$ cat src/rtl/vram_fetch_arbiter.sv
// rtl/vram_fetch_arbiter.sv - text VRAM arbiter between display cell prefetch and host port
module vram_fetch_arbiter #(
   parameter int H_ACTIVE = 640,
   parameter int H_TOTAL  = 800,
   parameter int V_ACTIVE = 480,
   parameter int V_TOTAL  = 525,
   parameter int COLS     = 80,
   parameter int ROWS     = 30,
   parameter int ADDR_W   = 12,
   parameter int DATA_W   = 16
) (
   input  logic              clk,
   input  logic              rst_n,
   input  logic [11:0]       pixel_x,
   input  logic [11:0]       pixel_y,
   input  logic              host_req,
   input  logic              host_we,
   input  logic [ADDR_W-1:0] host_addr,
   input  logic [DATA_W-1:0] host_wdata,
   output logic              host_ack,
   output logic              host_rvalid,
   output logic [DATA_W-1:0] host_rdata,
   output logic              disp_valid,
   output logic [DATA_W-1:0] disp_data,
   output logic [6:0]        disp_col,
   output logic              vram_en,
   output logic              vram_we,
   output logic [ADDR_W-1:0] vram_addr,
   output logic [DATA_W-1:0] vram_wdata,
   input  logic [DATA_W-1:0] vram_rdata
);

   // Owner of a read in flight; host writes never return data.
   typedef enum logic [1:0] {
      TAG_NONE = 2'd0,
      TAG_DISP = 2'd1,
      TAG_HOST = 2'd2
   } tag_e;

   logic              vram_en_q, vram_en_d;
   logic              vram_we_q, vram_we_d;
   logic [ADDR_W-1:0] vram_addr_q, vram_addr_d;
   logic [DATA_W-1:0] vram_wdata_q, vram_wdata_d;
   logic              host_ack_q, host_ack_d;
   tag_e              tag0_q, tag0_d, tag1_q, tag1_d;
   logic [6:0]        col0_q, col0_d, col1_q, col1_d;
   logic              disp_valid_q, disp_valid_d;
   logic [DATA_W-1:0] disp_data_q, disp_data_d;
   logic [6:0]        disp_col_q, disp_col_d;
   logic              host_rvalid_q, host_rvalid_d;
   logic [DATA_W-1:0] host_rdata_q, host_rdata_d;

   logic [11:0]       next_line;
   logic              col_trig;
   logic              line_trig;
   logic              disp_trig;
   logic              host_grant;
   logic [7:0]        tgt_row;
   logic [6:0]        tgt_col;
   logic [ADDR_W-1:0] disp_addr;

   // Trigger decode, arbitration and next-state for the whole fetch pipeline.
   always_comb begin
      next_line  = (pixel_y == 12'(V_TOTAL - 1)) ? 12'd0 : pixel_y + 12'd1;
      // Column prefetch runs one cell ahead inside a visible line.
      col_trig   = (pixel_x[2:0] == 3'd0) && (pixel_x < 12'(H_ACTIVE - 8)) &&
                   ((pixel_y >> 4) < 12'(ROWS));
      // Line prefetch in the last cell slot of the line fetches column 0 of the next line.
      line_trig  = (pixel_x == 12'(H_TOTAL - 8)) && (next_line < 12'(V_ACTIVE));
      disp_trig  = col_trig || line_trig;
      // A host request is never granted in its own ack cycle.
      host_grant = host_req && !host_ack_q && !disp_trig;

      tgt_row    = 8'd0;
      tgt_col    = 7'd0;
      if (line_trig) begin
         tgt_row = next_line[11:4];
         tgt_col = 7'd0;
      end else if (col_trig) begin
         tgt_row = pixel_y[11:4];
         tgt_col = pixel_x[9:3] + 7'd1;
      end
      disp_addr  = ADDR_W'(tgt_row) * ADDR_W'(COLS) + ADDR_W'(tgt_col);

      vram_en_d    = disp_trig || host_grant;
      vram_we_d    = host_grant && host_we;
      vram_addr_d  = vram_addr_q;
      vram_wdata_d = vram_wdata_q;
      host_ack_d   = host_grant;
      tag0_d       = TAG_NONE;
      col0_d       = col0_q;
      if (disp_trig) begin
         vram_addr_d = disp_addr;
         tag0_d      = TAG_DISP;
         col0_d      = tgt_col;
      end else if (host_grant) begin
         vram_addr_d  = host_addr;
         vram_wdata_d = host_wdata;
         tag0_d       = host_we ? TAG_NONE : TAG_HOST;
      end

      tag1_d = tag0_q;
      col1_d = col0_q;

      // Read data is on vram_rdata while the tag sits in the second stage.
      disp_valid_d  = (tag1_q == TAG_DISP);
      disp_data_d   = disp_valid_d ? vram_rdata : disp_data_q;
      disp_col_d    = disp_valid_d ? col1_q : disp_col_q;
      host_rvalid_d = (tag1_q == TAG_HOST);
      host_rdata_d  = host_rvalid_d ? vram_rdata : host_rdata_q;
   end

   // Pipeline registers; reset drops any reads still in flight.
   always_ff @(posedge clk or negedge rst_n) begin
      if (!rst_n) begin
         vram_en_q     <= 1'b0;
         vram_we_q     <= 1'b0;
         vram_addr_q   <= '0;
         vram_wdata_q  <= '0;
         host_ack_q    <= 1'b0;
         tag0_q        <= TAG_NONE;
         tag1_q        <= TAG_NONE;
         col0_q        <= 7'd0;
         col1_q        <= 7'd0;
         disp_valid_q  <= 1'b0;
         disp_data_q   <= '0;
         disp_col_q    <= 7'd0;
         host_rvalid_q <= 1'b0;
         host_rdata_q  <= '0;
      end else begin
         vram_en_q     <= vram_en_d;
         vram_we_q     <= vram_we_d;
         vram_addr_q   <= vram_addr_d;
         vram_wdata_q  <= vram_wdata_d;
         host_ack_q    <= host_ack_d;
         tag0_q        <= tag0_d;
         tag1_q        <= tag1_d;
         col0_q        <= col0_d;
         col1_q        <= col1_d;
         disp_valid_q  <= disp_valid_d;
         disp_data_q   <= disp_data_d;
         disp_col_q    <= disp_col_d;
         host_rvalid_q <= host_rvalid_d;
         host_rdata_q  <= host_rdata_d;
      end
   end

   assign vram_en     = vram_en_q;
   assign vram_we     = vram_we_q;
   assign vram_addr   = vram_addr_q;
   assign vram_wdata  = vram_wdata_q;
   assign host_ack    = host_ack_q;
   assign disp_valid  = disp_valid_q;
   assign disp_data   = disp_data_q;
   assign disp_col    = disp_col_q;
   assign host_rvalid = host_rvalid_q;
   assign host_rdata  = host_rdata_q;

endmodule

$ cat config.mk
export PLATFORM = sky130hd
export DESIGN_NAME = vram_fetch_arbiter
export DESIGN_NICKNAME = d
export VERILOG_FILES = /design/src/rtl/vram_fetch_arbiter.sv
export SDC_FILE = /design/constraint.sdc
export NUM_CORES = 1
export LEC_CHECK = 0
export ABC_AREA = 1
export BUFFER_PORTS_ARGS = -buffer_cell sky130_fd_sc_hd__buf_2
export CAP_MARGIN = 20
export CORE_UTILIZATION = 35
export DETAILED_ROUTE_END_ITERATION = 12
export PLACE_DENSITY = 0.62
export SYNTH_ARGS = -nofsm -noshare
export SYNTH_HDL_FRONTEND = slang
export SYNTH_SLANG_ARGS = --single-unit
$ cat constraint.sdc
create_clock -name clk -period 1.4 [get_ports clk]
set_input_delay 0.42 -clock clk [delete_from_list [all_inputs] [get_ports clk]]
set_output_delay 0.42 -clock clk [all_outputs]
set_load 0.005 [all_outputs]
; After elaboration in Yosys (flattened, before gate mapping)
; Index checks and enable logic that the tools add are counted.
; Widths: inputs -> output; s select.
[classes]
mul = 1
addsub = 3
mux = 10
magnitude_cmp = 3
bitwise = 1
n_eq_ne = 4
n_reduce_logical = 13
[op_table]
columns = op, n
row1 = $mux 12, 3
row2 = $eq 12x10->1 const B, 2
row3 = $mux 8, 2
row4 = $mux 7, 2
row5 = $add 12x1->12 const B, 1
row6 = $add 12x7->12, 1
row7 = $lt 12x10->1 const B, 1
row8 = $lt 12x9->1 const B, 1
row9 = $lt 8x5->1 const B, 1
row10 = $mul 8x3->8 const B, 1
row11 = $add 7x1->7 const B, 1
row12 = $logic_and 1x1->1, 6
row13 = $mux 2, 3
row14 = $logic_not 3->1, 1
row15 = $eq 2x1->1 const B, 1
row16 = $eq 2x2->1 const B, 1
row17 = $logic_not 1->1, 2
row18 = $logic_or 1x1->1, 2
row19 = $reduce_and 2->1, 1
row20 = $reduce_bool 2->1, 1
row21 = $not 1->1, 1
[word_totals]
register_bits = 90
elab_cells = 49
output_inout_bits = 72

; Longest topological paths before layout
; Gate-level depths: netlist (run 1).
[depth]
ltp_word = 9
mapped_depth = 25
mapped_depth_nobuf = 24

; Worst setup path after synthesis (run 1)
; No wires, ideal clock.
[synth_timing]
path_type = input to register
startpoint = in pixel_x[10]
endpoint = reg vram_addr_q[11], in the netlist vram_addr[11]
slack_ns = -1.843
required_ns = 1.275
cell_stages = 19
setup_time_ns = 0.125
arrival_ns = 3.118
cell_sequence = nor2_1 nand2_1 nor3_1 nand3_1 buf_2 buf_2 o22ai_1 ha_1 ha_1 fa_1 nand3_1 nor2_1 nand2_1 nand2_1 nand2_1 inv_1 nand2_1 nand2_1 nand3_1
[synth_via]
elab_chain_len = 8
elab_cells_between_ends = 16
classes_between = add/sub: 1 / mul: 1 / order compare: 1 / eq/ne: 1 / mux: 5 / reduce/logical: 7
[synth_lines]
columns = element, line
row1 = "start, declared", 14  ; input logic [11:0] pixel_x,
row2 = $lt 12x10->1, 66  ; col_trig = (pixel_x[2:0] == 3'd0) && (pixel_x < 12'(H_ACTIVE - 8)) &&
row3 = $logic_and 1x1->1 (2 in a row), 66
row4 = $mux 8, 79  ; end else if (col_trig) begin
row5 = $mux 8, 76  ; if (line_trig) begin
row6 = $mul 8x3->8, 83  ; disp_addr = ADDR_W'(tgt_row) * ADDR_W'(COLS) + ADDR_W'(tgt_col);
row7 = $add 12x7->12, 83
row8 = $mux 12, 92  ; if (disp_trig) begin
row9 = "end signal, assigned", 133  ; vram_addr_q <= vram_addr_d;
row10 = "end, declared", 42  ; logic [ADDR_W-1:0] vram_addr_q, vram_addr_d;
; Parallel ways exist; a longest one is shown, timed or not.
; A chain may end at the register's enable or synchronous reset.

; Final worst setup path (run 1)
[layout_timing]
startpoint = in pixel_y[7]
endpoint = reg vram_addr_q[11], in the netlist vram_addr[11]
[layout_via]
elab_chain_len = 8
elab_cells_between_ends = 18
classes_between = add/sub: 2 / mul: 1 / order compare: 2 / eq/ne: 1 / mux: 6 / reduce/logical: 6
[layout_lines]
columns = element, line
row1 = "start, declared", 15  ; input logic [11:0] pixel_y,
row2 = $add 12x1->12 or $eq 12x10->1 (tied branches), 64  ; next_line = (pixel_y == 12'(V_TOTAL - 1)) ? 12'd0 : pixel_y + 12'd1;
row3 = $mux 12, 64
row4 = $lt 12x9->1, 69  ; line_trig = (pixel_x == 12'(H_TOTAL - 8)) && (next_line < 12'(V_ACTIVE));
row5 = $logic_and 1x1->1, 69
row6 = $mux 8 or $logic_or 1x1->1 (tied branches), "76, 70"
row7 = $mul 8x3->8 or $logic_not 1->1 (tied branches), "83, 72"
row8 = $add 12x7->12 or $logic_and 1x1->1 (tied branches), "83, 72"
row9 = $mux 12 or $reduce_bool 2->1 (tied branches), n/a
; Parallel ways exist; a longest one is shown, timed or not.

==> results of run 1 <==
==> worst max path at each step <==
| stage | depth (start not counted) | endpoint | start |
|---|---|---|---|
| after floorplan | 19 | vram_addr[11]$_DFFE_PN0P_ | pixel_x[1] |
| after global placement | 21 | vram_addr[10]$_DFFE_PN0P_ | pixel_y[3] |
| after detailed placement | 22 | vram_addr[11]$_DFFE_PN0P_ | pixel_y[4] |
| after CTS | 20 | vram_addr[11]$_DFFE_PN0P_ | pixel_x[11] |
| after global routing | 22 | vram_addr[11]$_DFFE_PN0P_ | pixel_y[10] |
| final | 22 | vram_addr[11]$_DFFE_PN0P_ | pixel_y[7] |
==> cell usage after synthesis, drive strengths merged <==
cell	number	share of area
o22ai	3	0.0044
or2	4	0.0058
conb	1	0.00087
fa	2	0.0093
clkinv	1	0.00087
dfrtp	90	0.52
nand3b	1	0.0017
nand2	174	0.16
clkbuf	9	0.0078
xnor2	2	0.0041
o21ai	37	0.043
nor2	33	0.033
nor3	8	0.0093
xor2	7	0.014
nand3	38	0.050
ha	13	0.038
nand4	20	0.029
buf	8	0.012
a31o	3	0.0061
a21oi	4	0.0046
inv	51	0.045
==> cell families (layout without fill, tap and decap cells) <==
| logic type | after synthesis | in the layout | synth area share |
|---|---|---|---|
| simple gates | 278 | 279 | 0.2882 |
| flops | 90 | 90 | 0.5223 |
| buf+inv | 69 | 313 | 0.06529 |
| compound gates | 47 | 47 | 0.05804 |
| fa+ha+maj | 15 | 15 | 0.04701 |
| xor+xnor | 9 | 9 | 0.01828 |
| other cells | 1 | 2 | 0.0008697 |
==> layer usage <==
metal  part of all wire  track usage  vias up
li1                   -            -     2122
met1               0.43       0.2479     1966
met2               0.51       0.3198      114
met3              0.046      0.03642       13
met4              0.013      0.05263        0
met5                  0            0        -
==> stage by stage <==
step           area, µm²  setup WS [ns]  utilization  power [mW]  TNS (ns)
2_1_floorplan       4538         -1.609            -       3.482    -13.64
3_3_place_gp        5864         -1.797       0.4882       4.079    -31.71
3_5_place_dp        5864         -1.828       0.4882       4.111    -33.07
4_1_cts             6805         -1.352       0.5666       6.803    -20.91
5_1_grt             7244         -1.580       0.6031       7.146    -28.90
6_report            7244         -1.383       0.6031       6.805    -25.82
==> sequential cells by signal, summed over array words and instances, names as in the netlist, 2 cells and up <==
register / count
col1_q: 7
disp_data: 16
tag0_q: 2
vram_wdata: 16
tag1_q: 2
disp_col: 7
vram_addr: 12
col0_q: 7
host_rdata: 16
==> worst reg2reg max path, delay by kind of cell, from the launching register on <==
family | cells | cell delay, ns
DFF | 1 | 0.39
buffers and inverters | 3 | 0.47
and+or+nand+nor | 4 | 0.37
==> report_power, final <==
| part | switching [mW] | internal (mW) |
|---|---|---|
| sequential | 0.140 | 2.88 |
| clock | 1.01 | 1.56 |
| combinational | 0.597 | 0.612 |
| total | 1.75 | 5.05 |
==> repair_timing <==
action                                  CTS  global route
pin swaps                                31            19
cloned                                    3             1
gates resized for setup                  93            75
endpoints found under the setup margin   40            40
buffers inserted                         22            13
hold endpoints to repair                  0             0
==> final cells by class <==
cell class	instances	area, µm²	share of cell area
well taps	147	183.9	0.02539
inverters	52	206.4	0.02850
flip-flops and latches	90	2252	0.3109
repair buffers	246	1868	0.2579
multi-input cells	352	2417	0.3337
clock inverters	6	91.34	0.01261
clock buffers	9	225.2	0.03109
==> impl_metrics.csv, run 1 <==
group,metric,value,unit
timing,skew,0.009002,ns
critical_path,worstRegToRegCells,7,
clocking,cts_tree,"built",
final_layout,diodes,0,
timing,fin_crit,2.783,ns
route,drt.antenna.violating_nets,0,
place,dp.final_hpwl,8159,µm
synth,synth-seq-area-share,0.5223,
status,violations,"setup timing",
critical_path,crit_chain,"buf_6 -> nand2_4 -> nor2_4 -> buf_4 -> nand4_1 -> nand2_4 -> nor3_4 -> nand3_4 -> o22ai_4 -> ha_4 -> ha_4 -> fa_2 -> nand3_1 -> nand2_1 -> xor2_2 -> inv_1 -> nand3_1 -> nand2_1 -> inv_1 -> nand2_1 -> nand2_1 -> nand3_1",
clocking,clock-sinks,90,
grt,grt_start_max_net_pins,53,
clocking,clk_path_buf_depth,2,
clocking,ctsHoldBuffers,0,
pwr,power.density,939.3,nW/µm²
clocking,insertion_delay,0.33,ns
final_layout,layout_common_cells,"nand2_1 (136), buf_2 (129), dfrtp_1 (90)",
critical_path,slowest_stage,"fa_2",
floorplan,start_util,0.3590,
critical_path,cp_num_buf_inv,4,
route,dr_total_vias,4215,
final_layout,nets,838,
clocking,cts_inserted_buffers,9,
place,dp_cells,850,
synth,yosysWarnings,0,
grt,grt-ovfl-total,0,
timing,rsz0062_at_grt,"true",
grt,grt.total_usage,0.1889,
critical_path,reg2reg_to,"vram_wdata[0]$_DFFE_PN0P_",
route,finalWirelength,12020,µm
floorplan,core-area,12010,µm²
synth,netlist_area,4312,µm²
final_layout,final_cells,902,
route,drt_iter0_drc,229,
pwr,vdd_ir_drop_max,642.3,µV
floorplan,fp.dieArea,12770,µm²
status,status,"finished, violations left",
floorplan,dieWidth,113.0,µm
timing,fin_crit_sh,1.988,
synth,syn_inst,509,
timing,hold_ws,0.05986,ns
critical_path,crit_family,"simple AND/OR/NAND/NOR gates",
final_layout,syn_to_final_growth,68.02,%
route,wire_per_inst,13.32,µm
timing,setup_viol,40,
critical_path,worstSetupPathType,"in2reg",
grt,grt_pass1_wl,19290,µm
critical_path,worstPathRequired,1.67,ns
floorplan,ios,144,
floorplan,die_height,113.0,µm
pwr,leakagePower,3.844,nW
critical_path,cp_max_fo,4,
critical_path,rrSetupSlack,0.06,ns
route,first_pass_iters,4,
floorplan,rows,40,
critical_path,start_kind,"input port",
synth,syn_area_per_cell,8.471,µm²
worst_hold_path,hold_class,"in2async",
critical_path,r2r-start,"host_ack$_DFF_PN0_",
place,gp_congestion,0.8408,
synth,ys_seq_elements,90,
route,drc,0,
final_layout,drive_gt1_frac,0.5073,
timing,finalMaxSlewViolations,0,
route,viasPerCell,4.673,
critical_path,crit_path_frequent_cell,"nand2_1",
critical_path,slowest_delay,0.41,ns
clocking,htreeDepth,3,
clocking,clk_pin_slew,0.07,ns
flow_run,maxCapViolations,0,
timing,hold_violations,0,
grt,grt_antenna_before_repair,0,
timing,setup_ws,-1.383,ns
place,io_buffers,143,
final_layout,layout_commonest_cell,"nand2_1",
final_layout,fill_cells,1015,
critical_path,critPathArrivalTime,3.05,ns
critical_path,cp-end-kind,"flop",
clocking,cts_root_buffer,"clkbuf_16",
timing,fmax,0.3593,GHz
grt,grt_pass1_vias,4143,
synth,yosysUniqueCellTypes,28,
(Power assumes the default switching activity.)
==> run 2, diff against run 1 <==
==> constraint.sdc (replaced) <==
create_clock -name clk -period 1.4 [get_ports clk]
set_input_delay 0.07 -clock clk [delete_from_list [all_inputs] [get_ports clk]]
set_output_delay 0.07 -clock clk [all_outputs]
set_load 0.005 [all_outputs]
==> run 2 against run 1 <==
  * The flow still finishes with violations (setup timing)
  * Sequential cell count stayed put
  * Clock-buffer cell count grew 1
  * Total power grew 0.55%
  * Critical path type unchanged
  * Die area stayed put
  * Sequential power is essentially flat
  * Clock skew decreased by 0.0014 ns
  * Core utilization decreased by 3.2 points
  * Via count decreased by 1.4%
  * Largest power group unchanged
  * Global-route usage shrank 0.24 points
==> impl_metrics.csv, run 2 (synthesis gave the netlist of run 1 again) <==
group,metric,value,unit
status,status,"finished, violations left",
status,violations,"setup timing",
final_layout,post-route-util,0.5714,
critical_path,crit_family,"simple AND/OR/NAND/NOR gates",
timing,hold_violations,0,
pwr,power.density,997.0,nW/µm²
floorplan,ios,144,
final_layout,final_cells,896,
place,dp.final_hpwl,8292,µm
grt,grt_start_max_net_pins,35,
timing,rsz0062_at_grt,"true",
timing,fin_crit_sh,1.753,
critical_path,cp_num_buf_inv,4,
route,first_pass_iters,4,
final_layout,nets,831,
critical_path,worstPathRequired,1.61,ns
timing,finalMaxSlewViolations,0,
timing,setup_ws,-1.054,ns
clocking,clk_path_buf_depth,2,
worst_hold_path,hold_class,"in2reg",
critical_path,start_kind,"input port",
critical_path,cp-end-kind,"flop",
clocking,insertion_delay,0.33,ns
route,drc,0,
grt,grt_pass1_vias,4122,
final_layout,syn_to_final_growth,59.17,%
floorplan,die_height,113.0,µm
place,gp_congestion,0.8378,
floorplan,rows,40,
clocking,clock-sinks,90,
floorplan,fp.dieArea,12770,µm²
flow_run,maxCapViolations,0,
route,wire_per_inst,12.93,µm
critical_path,slowest_delay,0.31,ns
pwr,vdd_ir_drop_max,530.9,µV
route,dr_total_vias,4157,
final_layout,diodes,0,
timing,hold_ws,0.005776,ns
final_layout,drive_gt1_frac,0.4326,
timing,setup_viol,8,
floorplan,core-area,12010,µm²
clocking,cts_inserted_buffers,9,
grt,grt_antenna_before_repair,0,
critical_path,cp_max_fo,4,
place,io_buffers,143,
floorplan,start_util,0.3590,
critical_path,critPathArrivalTime,2.67,ns
clocking,clk_pin_slew,0.07,ns
clocking,cts_tree,"built",
critical_path,slowest_stage,"ha_1",
pwr,leakagePower,3.677,nW
final_layout,layout_commonest_cell,"nand2_1",
grt,grt.total_usage,0.1865,
route,drt.antenna.violating_nets,0,
final_layout,layout_common_cells,"nand2_1 (148), buf_2 (131), dfrtp_1 (90)",
grt,grt_pass1_wl,19300,µm
floorplan,dieWidth,113.0,µm
place,dp_cells,848,
critical_path,worstSetupPathType,"in2reg",
clocking,htreeDepth,3,
grt,grt-ovfl-total,0,
clocking,cts_root_buffer,"clkbuf_16",
critical_path,crit_chain,"buf_4 -> nand2_4 -> nor2_4 -> buf_4 -> nand3_1 -> nand2_2 -> nor2_2 -> nand2_2 -> nand3_4 -> o22ai_4 -> buf_4 -> ha_1 -> ha_4 -> a21oi_2 -> nand2_1 -> xor2_2 -> buf_4 -> xor2_1 -> nand2_1 -> nand3_1",
timing,skew,0.007578,ns
final_layout,design_area,6863,µm²
route,viasPerCell,4.640,
timing,fin_crit,2.454,ns
route,finalWirelength,11590,µm
place,place_area,5874,µm²
timing,fmax,0.4075,GHz
route,drt_iter0_drc,198,
critical_path,crit_path_frequent_cell,"buf_4",
==> run 2: changes by cell type in the layout (fill, tap and decap cells not counted), moves of 4 or more <==
cell           before  now
nand3_1            18   28
dlygate4sd3_1       0   21
buf_6              27   11
nand2_2            31   20
buf_4              71   67
buf_12             12    8
nor2_1             13   17
nand2_1           136  148
nand3_2            14    6
==> run 2: timing repair <==
item,4_1_cts,5_1_grt
pin swaps,32,22
hold endpoints to repair,52,0
setup buffers,6,5
gates resized for setup,44,38
hold buffers,21,0
setup endpoints to repair,10,29
==> run 2: per-stage QoR <==
step / total power, mW / setup TNS (ns) / setup WS, ns
finish: 6.842 / -6.080 / -1.054
global route: 7.173 / -7.823 / -1.224
CTS: 6.902 / -5.837 / -1.047
detailed placement: 4.120 / -17.76 / -1.526
global placement: 4.087 / -15.82 / -1.403
floorplan: 3.479 / -6.538 / -1.259
==> run 2: layout make-up <==
cell class | count | area (µm²)
Clock inverter | 6 | 95.09
Multi-Input combinational cell | 351 | 2203
Timing Repair Buffer | 240 | 1683
Fill cell | 1062 | 5149
Inverter | 52 | 206.4
Sequential cell | 90 | 2252
Clock buffer | 10 | 239.0
Tap cell | 147 | 183.9
==> run 2: where the power goes <==
group	leakage (nW)	internal, mW	switching, mW	total (mW)
sequential	1.10	2.88	0.142	3.02
combinational	2.42	0.593	0.574	1.17
clock	0.164	1.64	1.02	2.65
==> run 2: worst register-to-register path: cells and delay by family, from the launching register on <==
family	cells	cell delay (ns)
flops	1	0.40
simple gates	5	0.60
buf+inv	2	0.15
==> run 2: routing by layer <==
layer,track usage,wire (µm),vias to the layer above
met3,0.02999,478,17
li1,-,-,2099
met2,0.3202,5712,113
met5,0,0,-
met4,0.05789,187,0
met1,0.2424,5206,1928
==> run 2: path summary, 6_finish.rpt <==
kind,startpoint,end,slack [ns],cells past startpoint
worst max-delay path,pixel_y[6],vram_addr[10]$_DFFE_PN0P_,-1.05,20
worst min-delay path,vram_rdata[7],disp_data[7]$_DFFE_PN0P_,0.006,3
worst max register to register,host_ack$_DFF_PN0_,vram_addr[1]$_DFFE_PN0P_,0.16,7
worst min register to register,tag0_q[0]$_DFF_PN0_,tag1_q[0]$_DFF_PN0_,0.35,0
max in group asynchronous,rst_n,host_rdata[9]$_DFFE_PN0P_,0.66,3
min in group asynchronous,rst_n,disp_data[0]$_DFFE_PN0P_,0.24,2
